`config.mk`:
```
export PLATFORM = sky130hd
export DESIGN_NAME = positadd_raw_pipe
export DESIGN_NICKNAME = d
export VERILOG_FILES = /design/src/rtl/positadd_raw_pipe_pkg.sv /design/src/rtl/positadd_raw_pipe_normalize.sv /design/src/rtl/positadd_raw_pipe.sv
export SDC_FILE = /design/constraint.sdc
export NUM_CORES = 1
export LEC_CHECK = 0
export BUFFER_PORTS_ARGS = -buffer_cell sky130_fd_sc_hd__buf_2
export CAP_MARGIN = 30
export CORE_UTILIZATION = 35
export DETAILED_ROUTE_END_ITERATION = 8
export GPL_ROUTABILITY_DRIVEN = 0
export GPL_TIMING_DRIVEN = 0
export SYNTH_ARGS = -nofsm -noshare
export SYNTH_HDL_FRONTEND = slang
export SYNTH_SLANG_ARGS = --single-unit
export TNS_END_PERCENT = 50
```
`constraint.sdc`:
```
create_clock -name clk -period 13.3 [get_ports clk]
set_clock_uncertainty 0.15 [all_clocks]
set_input_delay 1.33 -clock clk [delete_from_list [all_inputs] [get_ports clk]]
set_output_delay 1.33 -clock clk [all_outputs]
set_load 0.1 [all_outputs]
```
`src/rtl/positadd_raw_pipe_pkg.sv`:
```
// posit_defines: default ES2 posit widths, serialized field-offset helpers and
// the default-width stage payload type shared by the raw posit adder.
package posit_defines;

    localparam int POSIT_SCALE_W_ES2 = 8;
    localparam int POSIT_FRAC_W_ES2  = 27;
    localparam int GUARD_W           = 3;

    // Serialized operand layout is {sgn, scale, fraction, inf, zero}, zero at bit 0.
    function automatic int raw_sgn_pos(input int scale_w, input int frac_w);
        return scale_w + frac_w + 2;
    endfunction

    function automatic int raw_scale_lsb(input int frac_w);
        return frac_w + 2;
    endfunction

    function automatic int raw_frac_lsb();
        return 2;
    endfunction

    function automatic int mant_width(input int frac_w, input int guard_w);
        return frac_w + guard_w + 1;
    endfunction

    function automatic int sum_width(input int scale_w, input int frac_w, input int guard_w);
        return scale_w + frac_w + guard_w + 4;
    endfunction

    typedef struct packed {
        logic                          sgn;
        logic [POSIT_SCALE_W_ES2-1:0]  scale;
        logic [POSIT_FRAC_W_ES2-1:0]   frac;
        logic                          inf;
        logic                          zero;
    } posit_raw_t;

    typedef struct packed {
        logic                          hi_sgn;
        logic                          lo_sgn;
        logic [POSIT_SCALE_W_ES2-1:0]  hi_scale;
        logic [POSIT_SCALE_W_ES2-1:0]  lo_scale;
        logic [POSIT_FRAC_W_ES2-1:0]   hi_frac;
        logic [POSIT_FRAC_W_ES2-1:0]   lo_frac;
        logic                          lo_zero;
        logic                          both_zero;
        logic                          inf;
    } s1_payload_t;

endpackage

```
`src/rtl/positadd_raw_pipe_normalize.sv`:
```
// positadd_normalize: combinational leading-one detect, shift and scale adjust
// of the raw add/sub mantissa (carry bit at the top).
module positadd_normalize #(
    parameter int SCALE_W = posit_defines::POSIT_SCALE_W_ES2,
    parameter int FRAC_W  = posit_defines::POSIT_FRAC_W_ES2,
    parameter int GUARD_W = posit_defines::GUARD_W
) (
    input  logic [FRAC_W+GUARD_W+1:0] i_sum,
    input  logic [SCALE_W-1:0]        i_scale,
    output logic [SCALE_W:0]          o_scale,
    output logic [FRAC_W+GUARD_W-1:0] o_frac,
    output logic                      o_drop
);
    import posit_defines::*;

    localparam int MW = mant_width(FRAC_W, GUARD_W);
    localparam int PW = $clog2(MW + 1);

    logic [PW-1:0]      w_p;
    logic [PW-1:0]      w_lsh;
    logic [MW-2:0]      w_shl;
    logic [SCALE_W:0]   w_scale_x;

    // Leading-one search below the carry, then either a 1-bit right shift or a left shift.
    always_comb begin
        w_p = {PW{1'b0}};
        for (int i = 0; i < MW; i++) begin
            if (i_sum[i]) begin
                w_p = PW'(i);
            end else begin
                w_p = w_p;
            end
        end
        w_lsh     = PW'(MW - 1) - w_p;
        // The leading one leaves the field after the shift, so only the bits below it matter.
        w_shl     = i_sum[MW-2:0] << w_lsh;
        w_scale_x = {i_scale[SCALE_W-1], i_scale};
        if (i_sum[MW]) begin
            o_scale = w_scale_x + {{SCALE_W{1'b0}}, 1'b1};
            o_frac  = i_sum[MW-1:1];
            o_drop  = i_sum[0];
        end else begin
            o_scale = w_scale_x - (SCALE_W+1)'(w_lsh);
            o_frac  = w_shl;
            o_drop  = 1'b0;
        end
    end

endmodule

```
`src/rtl/positadd_raw_pipe.sv`:
```
// positadd_raw_pipe: 4-stage stallable raw posit add/sub with sticky truncation.
// Optional tag sideband enabled by defining POSITADD_TAG_EN.
module positadd_raw_pipe #(
    parameter int SCALE_W = posit_defines::POSIT_SCALE_W_ES2,
    parameter int FRAC_W  = posit_defines::POSIT_FRAC_W_ES2,
    parameter int GUARD_W = posit_defines::GUARD_W,
    parameter int TAG_W   = 4
) (
    input  logic                              clk,
    input  logic                              reset,
    input  logic                              in_valid,
    output logic                              in_ready,
    input  logic                              in_sub,
    input  logic [SCALE_W+FRAC_W+2:0]         in_a,
    input  logic [SCALE_W+FRAC_W+2:0]         in_b,
    input  logic [TAG_W-1:0]                  in_tag,
    output logic                              out_valid,
    input  logic                              out_ready,
    output logic [SCALE_W+FRAC_W+GUARD_W+3:0] out_sum,
    output logic                              out_trunc,
    output logic [TAG_W-1:0]                  out_tag
);
    import posit_defines::*;

    localparam int MW    = mant_width(FRAC_W, GUARD_W);
    localparam int SGN_P = raw_sgn_pos(SCALE_W, FRAC_W);
    localparam int SCL_L = raw_scale_lsb(FRAC_W);
    localparam int FRC_L = raw_frac_lsb();
    localparam int OW    = sum_width(SCALE_W, FRAC_W, GUARD_W);

    logic                w_advance;
    logic                w_a_sgn, w_b_sgn, w_a_zero, w_b_zero, w_a_hi;
    logic [SCALE_W-1:0]  w_a_scale, w_b_scale;
    logic [FRAC_W-1:0]   w_a_frac, w_b_frac;
    logic                w_hi_sgn, w_lo_sgn, w_lo_zero;
    logic [SCALE_W-1:0]  w_hi_scale, w_lo_scale;
    logic [FRAC_W-1:0]   w_hi_frac, w_lo_frac;

    logic                r1_valid, r1_hi_sgn, r1_lo_sgn, r1_lo_zero, r1_both_zero, r1_inf;
    logic [SCALE_W-1:0]  r1_hi_scale, r1_lo_scale;
    logic [FRAC_W-1:0]   r1_hi_frac, r1_lo_frac;

    logic [SCALE_W:0]    w_d;
    logic [31:0]         w_sh;
    logic [MW-1:0]       w_hi_m, w_lo_m, w_lo_al;
    logic [2*MW-1:0]     w_lo_ext;
    logic                w_al_trunc;
    logic [MW:0]         w_sum;

    logic                r2_valid, r2_sgn, r2_trunc, r2_inf, r2_both_zero;
    logic [SCALE_W-1:0]  r2_scale;
    logic [MW:0]         r2_sum;

    logic [SCALE_W:0]    w_n_scale;
    logic [MW-2:0]       w_n_frac;
    logic                w_n_drop;
    logic [OW-1:0]       w_res;
    logic                w_res_trunc;

    logic                r3_valid, r3_trunc, r4_valid, r4_trunc;
    logic [OW-1:0]       r3_sum, r4_sum;

    assign w_advance = ~r4_valid | out_ready;
    assign in_ready  = w_advance;
    assign out_valid = r4_valid;
    assign out_sum   = r4_sum;
    assign out_trunc = r4_trunc;

    // Operand unpack: zero flag clears the numeric fields, subtract flips b's sign.
    always_comb begin
        w_a_zero = in_a[0];
        w_b_zero = in_b[0];
        if (w_a_zero) begin
            w_a_sgn   = 1'b0;
            w_a_scale = {SCALE_W{1'b0}};
            w_a_frac  = {FRAC_W{1'b0}};
        end else begin
            w_a_sgn   = in_a[SGN_P];
            w_a_scale = in_a[SGN_P-1:SCL_L];
            w_a_frac  = in_a[SCL_L-1:FRC_L];
        end
        if (w_b_zero) begin
            w_b_sgn   = 1'b0;
            w_b_scale = {SCALE_W{1'b0}};
            w_b_frac  = {FRAC_W{1'b0}};
        end else begin
            w_b_sgn   = in_b[SGN_P] ^ in_sub;
            w_b_scale = in_b[SGN_P-1:SCL_L];
            w_b_frac  = in_b[SCL_L-1:FRC_L];
        end
    end

    // Magnitude swap: a zero operand always goes low, ties keep a high.
    always_comb begin
        w_a_hi = w_b_zero | (~w_a_zero & (($signed(w_a_scale) > $signed(w_b_scale)) |
                 ((w_a_scale == w_b_scale) & (w_a_frac >= w_b_frac))));
        if (w_a_hi) begin
            w_hi_sgn = w_a_sgn; w_hi_scale = w_a_scale; w_hi_frac = w_a_frac;
            w_lo_sgn = w_b_sgn; w_lo_scale = w_b_scale; w_lo_frac = w_b_frac;
            w_lo_zero = w_b_zero;
        end else begin
            w_hi_sgn = w_b_sgn; w_hi_scale = w_b_scale; w_hi_frac = w_b_frac;
            w_lo_sgn = w_a_sgn; w_lo_scale = w_a_scale; w_lo_frac = w_a_frac;
            w_lo_zero = w_a_zero;
        end
    end

    // Alignment of the low mantissa with sticky collection, then the add or subtract.
    always_comb begin
        w_d = {r1_hi_scale[SCALE_W-1], r1_hi_scale} - {r1_lo_scale[SCALE_W-1], r1_lo_scale};
        if (32'(w_d) >= 32'(MW)) begin
            w_sh = 32'(MW);
        end else begin
            w_sh = 32'(w_d);
        end
        w_hi_m = {1'b1, r1_hi_frac, {GUARD_W{1'b0}}};
        if (r1_lo_zero) begin
            w_lo_m = {MW{1'b0}};
        end else begin
            w_lo_m = {1'b1, r1_lo_frac, {GUARD_W{1'b0}}};
        end
        w_lo_ext   = {w_lo_m, {MW{1'b0}}} >> w_sh;
        w_lo_al    = w_lo_ext[2*MW-1:MW];
        w_al_trunc = |w_lo_ext[MW-1:0];
        if (r1_hi_sgn == r1_lo_sgn) begin
            w_sum = {1'b0, w_hi_m} + {1'b0, w_lo_al};
        end else begin
            w_sum = {1'b0, w_hi_m} - {1'b0, w_lo_al};
        end
    end

    positadd_normalize #(
        .SCALE_W (SCALE_W),
        .FRAC_W  (FRAC_W),
        .GUARD_W (GUARD_W)
    ) u_normalize (
        .i_sum   (r2_sum),
        .i_scale (r2_scale),
        .o_scale (w_n_scale),
        .o_frac  (w_n_frac),
        .o_drop  (w_n_drop)
    );

    // Special-case priority: infinity, then zero results, then the normalized sum.
    always_comb begin
        if (r2_inf) begin
            w_res       = {{(OW-2){1'b0}}, 2'b10};
            w_res_trunc = 1'b0;
        end else if (r2_both_zero || (r2_sum == {(MW+1){1'b0}})) begin
            w_res       = {{(OW-1){1'b0}}, 1'b1};
            w_res_trunc = 1'b0;
        end else begin
            w_res       = {r2_sgn, w_n_scale, w_n_frac, 2'b00};
            w_res_trunc = r2_trunc | w_n_drop;
        end
    end

    // Lock-step pipeline: every stage moves only when the output slot can take data.
    always_ff @(posedge clk) begin
        if (reset) begin
            r1_valid <= 1'b0; r1_hi_sgn <= 1'b0; r1_lo_sgn <= 1'b0; r1_lo_zero <= 1'b0;
            r1_both_zero <= 1'b0; r1_inf <= 1'b0;
            r1_hi_scale <= {SCALE_W{1'b0}}; r1_lo_scale <= {SCALE_W{1'b0}};
            r1_hi_frac <= {FRAC_W{1'b0}}; r1_lo_frac <= {FRAC_W{1'b0}};
            r2_valid <= 1'b0; r2_sgn <= 1'b0; r2_trunc <= 1'b0; r2_inf <= 1'b0;
            r2_both_zero <= 1'b0; r2_scale <= {SCALE_W{1'b0}}; r2_sum <= {(MW+1){1'b0}};
            r3_valid <= 1'b0; r3_trunc <= 1'b0; r3_sum <= {OW{1'b0}};
            r4_valid <= 1'b0; r4_trunc <= 1'b0; r4_sum <= {OW{1'b0}};
        end else if (w_advance) begin
            r1_valid     <= in_valid;
            r1_hi_sgn    <= w_hi_sgn;
            r1_lo_sgn    <= w_lo_sgn;
            r1_hi_scale  <= w_hi_scale;
            r1_lo_scale  <= w_lo_scale;
            r1_hi_frac   <= w_hi_frac;
            r1_lo_frac   <= w_lo_frac;
            r1_lo_zero   <= w_lo_zero;
            r1_both_zero <= w_a_zero & w_b_zero;
            r1_inf       <= in_a[1] | in_b[1];
            r2_valid     <= r1_valid;
            r2_sgn       <= r1_hi_sgn;
            r2_scale     <= r1_hi_scale;
            r2_sum       <= w_sum;
            r2_trunc     <= w_al_trunc;
            r2_inf       <= r1_inf;
            r2_both_zero <= r1_both_zero;
            r3_valid     <= r2_valid;
            r3_sum       <= w_res;
            r3_trunc     <= w_res_trunc;
            r4_valid     <= r3_valid;
            r4_sum       <= r3_sum;
            r4_trunc     <= r3_trunc;
        end
    end

`ifdef POSITADD_TAG_EN
    logic [TAG_W-1:0] r1_tag, r2_tag, r3_tag, r4_tag;

    // Tag travels beside its operands under the same advance and reset.
    always_ff @(posedge clk) begin
        if (reset) begin
            r1_tag <= {TAG_W{1'b0}}; r2_tag <= {TAG_W{1'b0}};
            r3_tag <= {TAG_W{1'b0}}; r4_tag <= {TAG_W{1'b0}};
        end else if (w_advance) begin
            r1_tag <= in_tag; r2_tag <= r1_tag; r3_tag <= r2_tag; r4_tag <= r3_tag;
        end
    end

    assign out_tag = r4_tag;
`else
    logic w_unused_tag;
    assign w_unused_tag = ^in_tag;
    assign out_tag      = {TAG_W{1'b0}};
`endif

endmodule

```
==> results of run 1 <==
-- power by group --
group / switching, mW / internal [mW] / leakage, nW / total [mW]
logic: 1.13 / 0.542 / 6.16 / 1.67
clock network: 0.304 / 0.449 / 0.441 / 0.752
registers: 0.0762 / 0.727 / 1.71 / 0.803
total: 1.51 / 1.72 / 8.31 / 3.23
-- final timing paths --
path / slack, ns / to / from / cells after the start
setup / recovery: 5.14 / r2_sum[31]$_SDFFE_PP0P_ / r1_hi_scale[0]$_SDFFE_PP0P_ / 33
hold / removal: 0.29 / out_sum[15]$_SDFFE_PP0P_ / out_sum[15]$_SDFFE_PP0P_ / 2
setup reg to reg: 5.14 / r2_sum[31]$_SDFFE_PP0P_ / r1_hi_scale[0]$_SDFFE_PP0P_ / 33
hold reg to reg: 0.29 / out_sum[15]$_SDFFE_PP0P_ / out_sum[15]$_SDFFE_PP0P_ / 2
-- registers in the layout, summed over array words and instances (netlist names), 8 cells and up --
signal       cells
r1_lo_scale      8
r2_sum          32
r1_lo_frac      27
r1_hi_scale      8
r2_scale         8
r1_hi_frac      27
out_sum         42
r3_sum          42
-- cells by family (layout without fill, tap and decap cells) --
family / after synthesis / count (layout) / share of synthesized area
and+or+nand+nor: 862 / 862 / 0.231
AOI/OAI and AO/OA: 693 / 693 / 0.270
buffers and inverters: 263 / 440 / 0.0608
DFF: 209 / 209 / 0.243
muxes: 153 / 153 / 0.0933
adders and majority gates: 110 / 110 / 0.0813
xor gates and xnor gates: 39 / 39 / 0.0199
other: 1 / 7 / 0.000218
-- placed cells by master, fill, tap and decap left out, types with 14 or more instances in the layout --
master	count
xor2_1	16
nor2_1	224
a21oi_1	182
clkbuf_1	155
nor3_1	58
o211ai_1	15
a211oi_1	70
a21o_1	30
mux2i_1	132
nand2b_1	49
mux2_2	16
nor4_1	23
clkbuf_16	27
nor2b_1	63
nand2_1	316
inv_1	76
a31oi_1	16
buf_2	139
o21bai_1	19
o21ai_0	142
ha_1	107
a22oi_1	24
xnor2_1	23
o21a_1	22
nand4_1	18
a32oi_1	15
dfxtp_1	209
nand3_1	50
a22o_1	14
-- area by class of cell --
| class | instances | area [µm²] | share of cell area |
|---|---|---|---|
| tap | 656 | 821 | 0.0418 |
| buffer | 184 | 749 | 0.0382 |
| timing repair buffer | 128 | 659 | 0.0336 |
| clock buffer | 38 | 777 | 0.0396 |
| inverter | 79 | 297 | 0.0151 |
| sequential | 209 | 4180 | 0.213 |
| clock inverter | 11 | 143 | 0.00727 |
| multi-input combinational | 1861 | 12000 | 0.611 |
| antenna | 3 | 7.51 | 0.000383 |
-- critical path: cells and delay by family (launching register included) --
kind	cells	cell delay [ns]
adders and majority gates	3	0.88
DFF	1	0.33
and+or+nand+nor	9	1.35
AOI/OAI and AO/OA	15	3.97
buffers and inverters	6	1.29
-- routing by layer --
| metal | part of all wire | vias to the layer above | GRT usage |
|---|---|---|---|
| met5 | 0 | - | 0 |
| met4 | 0.058 | 0 | 0.133 |
| met3 | 0.080 | 255 | 0.0418 |
| met2 | 0.46 | 1009 | 0.425 |
| met1 | 0.41 | 8803 | 0.311 |
| li1 | - | 8732 | - |
==> impl_results.md, run 1 <==
- Status: completed
- Commonest cells post-synth: nand2_1 (316), nor2_1 (224), dfxtp_1 (209)
- Worst Tran Pin Value: between 0.9 and 1 ns
- Top FF cell, synth: dfxtp_1
- Tightest hold margin: about 0.3 ns
- Crit path max fanout: 10
- Clk slew on worst S/H paths: 0.06 ns
- DRT Pass-1 Iters: 7
- GRT Util Overall: 0.253
- RSZ-0062 raised after global routing: no
- Most frequent cell after synthesis: nand2_1
- Sequential fraction of the synthesis area: 0.243
- Final hold violations: 0
- Starting Density: 0.357
- Synth warn: 0
- Largest net degree at the start of global routing: 15
- Top cell type's share of synthesized area: 0.243
- Post-DR wirelength/cell: 20.7 µm
- Routed vias: around 19,000
- CP max stage delay: 0.48 ns
- Hold WC Path Type: reg2reg
- Max-Cap Viols: 0
- # rows: 80
- Slew headroom: 0.372
- Peak Freq: 123 MHz
- Fin worst setup slack: 5.14 ns
- Vias in the first global route: 17,858
- CP endpoint kind: register
- Static leakage: between 8 and 9 nW
- Max H-tree Level: 1
- Core Area: 48,100 µm²
- Filler Cells Inserted: 5,083
- Setup Crit Path Kind: reg2reg
- DR vias/cell: approximately 5.9
- Final net count: 2,685
- Max-slew violations: 0
- Overflow after GRT: 0
- Die Width: between 200 and 250 µm
- # setup viols final: 0
- Post-CTS Setup Inserts: 0
- Dpl hpwl: ~52,000 µm
- Total clock sinks: 209
- Tcrit/Tclk final: 0.613
- Initial antenna violation count: 3
- DRC Markers: 0
- Post-synthesis cell count: about 2,300
- Number of port buffers: around 130
- Hold Buf Count CTS: 0
- Count of unique library cells instantiated by Yosys: 97
- Slowest CP cell: a2111o_1
- Power, Total: 3.23 mW
- Io pins: 134
- Peak VDD IR: approximately 0.11 mV
- Post-synthesis area per instance: 7.38 µm²
- Synth-to-layout area growth: 14.1%
- Worst slack at placement: approximately 5.4 ns
- Die Span Y: 224 µm
- Clock buffer count from CTS: 27
- Post-Route WL: 65,700 µm
- Min Tclk post-route: 8.16 ns
- Worst EP required: 13.59 ns
- WP data arrival: between 8 and 9 ns
- Dpl cells: slightly above 3,000
- Async S/R FF share, synth: 0
- Mapped Area: 17,200 µm²
- CTS max path bufs: 3
- Yosys reg bits: 209
- Pwr/cell area: 165 nW/µm²
- First-pass GRT wire length: 100,000 µm
- Fin util: 0.407
- CTS tree: done
- Post-route cell area: 19,600 µm²
- Worst-Skew Late Latency: 0.58 ns
- Worst Setup Start Kind: register
- CTS root buffer: clkbuf_16
- CTS resizes: 0
- Non-Filler Instances: 3,169
- DP Area: 18,700 µm²
- Total negative setup slack: 0 ns
- EDFF count, synth: 0
- Synth area leader: dfxtp_1
- Layout cells sized above 1: 0.0992
- Largest cells by area after synthesis: dfxtp_1 (24%), ha_1 (7.8%), mux2i_1 (7.7%)
- ANT nets after route: 0
- Initial DRC Count: 1,906
- Full die area: 50,000 µm²
Note: power is estimated with default switching activity, not from simulation.
==> run 2: changes to the inputs <==
- clock period: 13.3 -> 8.35 ns (I/O delays scaled with it)
==> impl_results.md, run 2 (same netlist as run 1, synthesis figures left out) <==
- Largest net degree at the start of global routing: 15 (unchanged)
- Number of port buffers: 125 (unchanged)
- # setup viols final: 0 (unchanged)
- Slowest CP cell: o21ai_0
- HP Start: out_sum[15]$_SDFFE_PP0P_
- Vias in the first global route: 17,858 (unchanged)
- CTS root buffer: clkbuf_16
- Min Tclk post-route: 8.18 ns (+0.0184 ns)
- DRT Pass-1 Iters: 8 (+1)
- Reg power frac: 0.249 (about the same)
- Routed vias: 18,697 (-0.54%)
- Clk slew on worst S/H paths: 0.06 ns (about the same)
- First-pass GRT wire length: 100,000 µm (unchanged)
- Overflow after GRT: 0 (unchanged)
- Pwr/cell area: 262 nW/µm² (+59%)
- Max-slew violations: 0 (unchanged)
- Crit path max fanout: 10 (unchanged)
- Critical path buffers and inverters: 6 (unchanged)
- CTS max path bufs: 3 (unchanged)
- Worst Tran Pin Value: 0.968 ns (+0.0329 ns)
- Worst Setup Start Kind: register
- Comb power frac: 0.519 (about the same)
- Max H-tree Level: 1 (unchanged)
- Hold WC Path Type: reg2reg
- Die Span Y: 224 µm (unchanged)
- Commonest non-fill, non-tap cell in the layout: nand2_1
- Tcrit/Tclk final: 0.979 (+0.366)
- R2R setup slack: 0.17 ns (-4.97 ns)
- Static leakage: 8.31 nW (about the same)
- RSZ-0062 raised after global routing: yes
- Io pins: 134 (unchanged)
- CTS tree: done
- Peak VDD IR: 0.181 mV (+59%)
- Peak Freq: 122 MHz (-0.23%)
- WP data arrival: 8.46 ns (about the same)
- R2R Path End: r2_sum[31]$_SDFFE_PP0P_
- # rows: 80 (unchanged)
- Final hold violations: 0 (unchanged)
- GRT Util Overall: 0.253 (unchanged)
- Clock buffer count from CTS: 27 (unchanged)
- Dpl hpwl: 51,700 µm (unchanged)
- ANT nets after route: 0 (unchanged)
- CP max stage delay: 0.48 ns (about the same)
- DRC Markers: 0 (unchanged)
- Status: completed
- Initial DRC Count: 1,738 (-8.8%)
- Clk pwr share: 0.233 (about the same)
- Slew headroom: 0.350 (-0.0221)
- CP endpoint kind: register
- Dpl cells: 3,117 (unchanged)
- Setup Crit Path Kind: reg2reg
- Max-Cap Viols: 0 (unchanged)
- Initial antenna violation count: 3 (unchanged)
- Commonest cells after routing, fill and taps aside: nand2_1 (316), nor2_1 (224), dfxtp_1 (209)
- Post-Route WL: 65,700 µm (about the same)
- Starting Density: 0.357 (unchanged)
- Die Width: 224 µm (unchanged)
- Worst-Skew Late Latency: 0.58 ns (about the same)
- Critical R2R Launch: r1_hi_scale[0]$_SDFFE_PP0P_
- Hold Buf Count CTS: 0 (unchanged)
- Family with the most delay on the worst path: compound AO/OA/AOI/OAI gates
- Fin util: 0.408 (about the same)
- Worst hold stages: 2 (unchanged)
- Worst EP required: 8.64 ns (-4.95 ns)
- Post-DR wirelength/cell: 20.7 µm (about the same)
- Pint: 2.74 mW (+59%)
- Non-Filler Instances: 3,169 (unchanged)
- Sw Pwr: 2.41 mW (+59%)
- Layout cells sized above 1: 0.0996 (+0.000398)
- DR vias/cell: 5.90 (-0.54%)
- Full die area: 50,000 µm² (unchanged)
- Synth-to-layout area growth: 14.1% (about the same)
- Core Area: 48,100 µm² (unchanged)
- Total clock sinks: 209 (unchanged)
- Net Sw Frac: 0.468 (about the same)
- Final net count: 2,685 (unchanged)
- Min-Delay Endpoint: out_sum[15]$_SDFFE_PP0P_
- Worst reg-to-reg path cell count: 33 (unchanged)
-- run 2: layout make-up --
class / instances / area (µm²)
Sequential cell: 209 / 4180
Antenna cell: 3 / 7.51
Clock inverter: 11 / 143
Timing Repair Buffer: 128 / 659
Fill cell: 5083 / 28500
Multi-Input combinational cell: 1861 / 12000
Buffer: 184 / 749
Tap cell: 656 / 821
Clock buffer: 38 / 777
Inverter: 79 / 297
-- run 2: power groups by stage --
stage,clock network (mW),registers (mW),logic [mW]
CTS,1.21,1.28,2.57
finish,1.20,1.28,2.67
global route,1.26,1.30,2.83
detailed placement,0,1.30,2.56
global placement,0,1.29,2.53
floorplan,0,1.51,1.66
-- run 2: worst max-delay path by stage --
stage | startpoint | end | slack (ns) | cells past startpoint
3_5_place_dp | r1_hi_scale[0]$_SDFFE_PP0P_ | r2_sum[31]$_SDFFE_PP0P_ | 0.45 | 33
3_3_place_gp | r1_hi_scale[0]$_SDFFE_PP0P_ | r2_sum[30]$_SDFFE_PP0P_ | 0.46 | 29
6_report | r1_hi_scale[0]$_SDFFE_PP0P_ | r2_sum[31]$_SDFFE_PP0P_ | 0.17 | 33
4_1_cts | r1_hi_scale[0]$_SDFFE_PP0P_ | r2_sum[28]$_SDFFE_PP0P_ | 0.41 | 32
5_1_grt | r1_hi_scale[0]$_SDFFE_PP0P_ | r2_sum[31]$_SDFFE_PP0P_ | -0.06 | 33
2_1_floorplan | r1_hi_scale[0]$_SDFFE_PP0P_ | r2_sum[31]$_SDFFE_PP0P_ | 1.94 | 33
-- run 2: metrics by stage --
step                      instance area, µm²  setup WS (ns)  power [mW]  hold slack [ns]  TNS, ns
after floorplan                        17200           1.94        3.17            0.265        0
after global placement                 18700          0.459        3.83            0.286        0
after detailed placement               18700          0.447        3.86            0.282        0
after CTS                              19600          0.414        5.06            0.293        0
after global routing                   19600        -0.0648        5.38            0.311  -0.0648
final                                  19600          0.175        5.15            0.294        0
-- run 2: what timing repair did --
item / in CTS / in global routing
buffers inserted: 0 / 0
gates resized for setup: 0 / 2
setup endpoints to repair: 0 / 3
-- run 2: layer usage --
| metal | track usage | share of wire |
|---|---|---|
| met1 | 0.311 | 0.41 |
| met2 | 0.425 | 0.45 |
| met3 | 0.0418 | 0.080 |
| met4 | 0.133 | 0.059 |
| met5 | 0 | 0 |
-- run 2: worst reg2reg max path: cells and delay by family, from the launching register on --
| kind | cells | cell delay [ns] |
|---|---|---|
| flip-flops | 1 | 0.33 |
| AO/OA/AOI/OAI | 15 | 4.00 |
| buffers and inverters | 6 | 1.30 |
| AND/OR/NAND/NOR | 9 | 1.36 |
| adder cells (fa/ha/maj) | 3 | 0.88 |
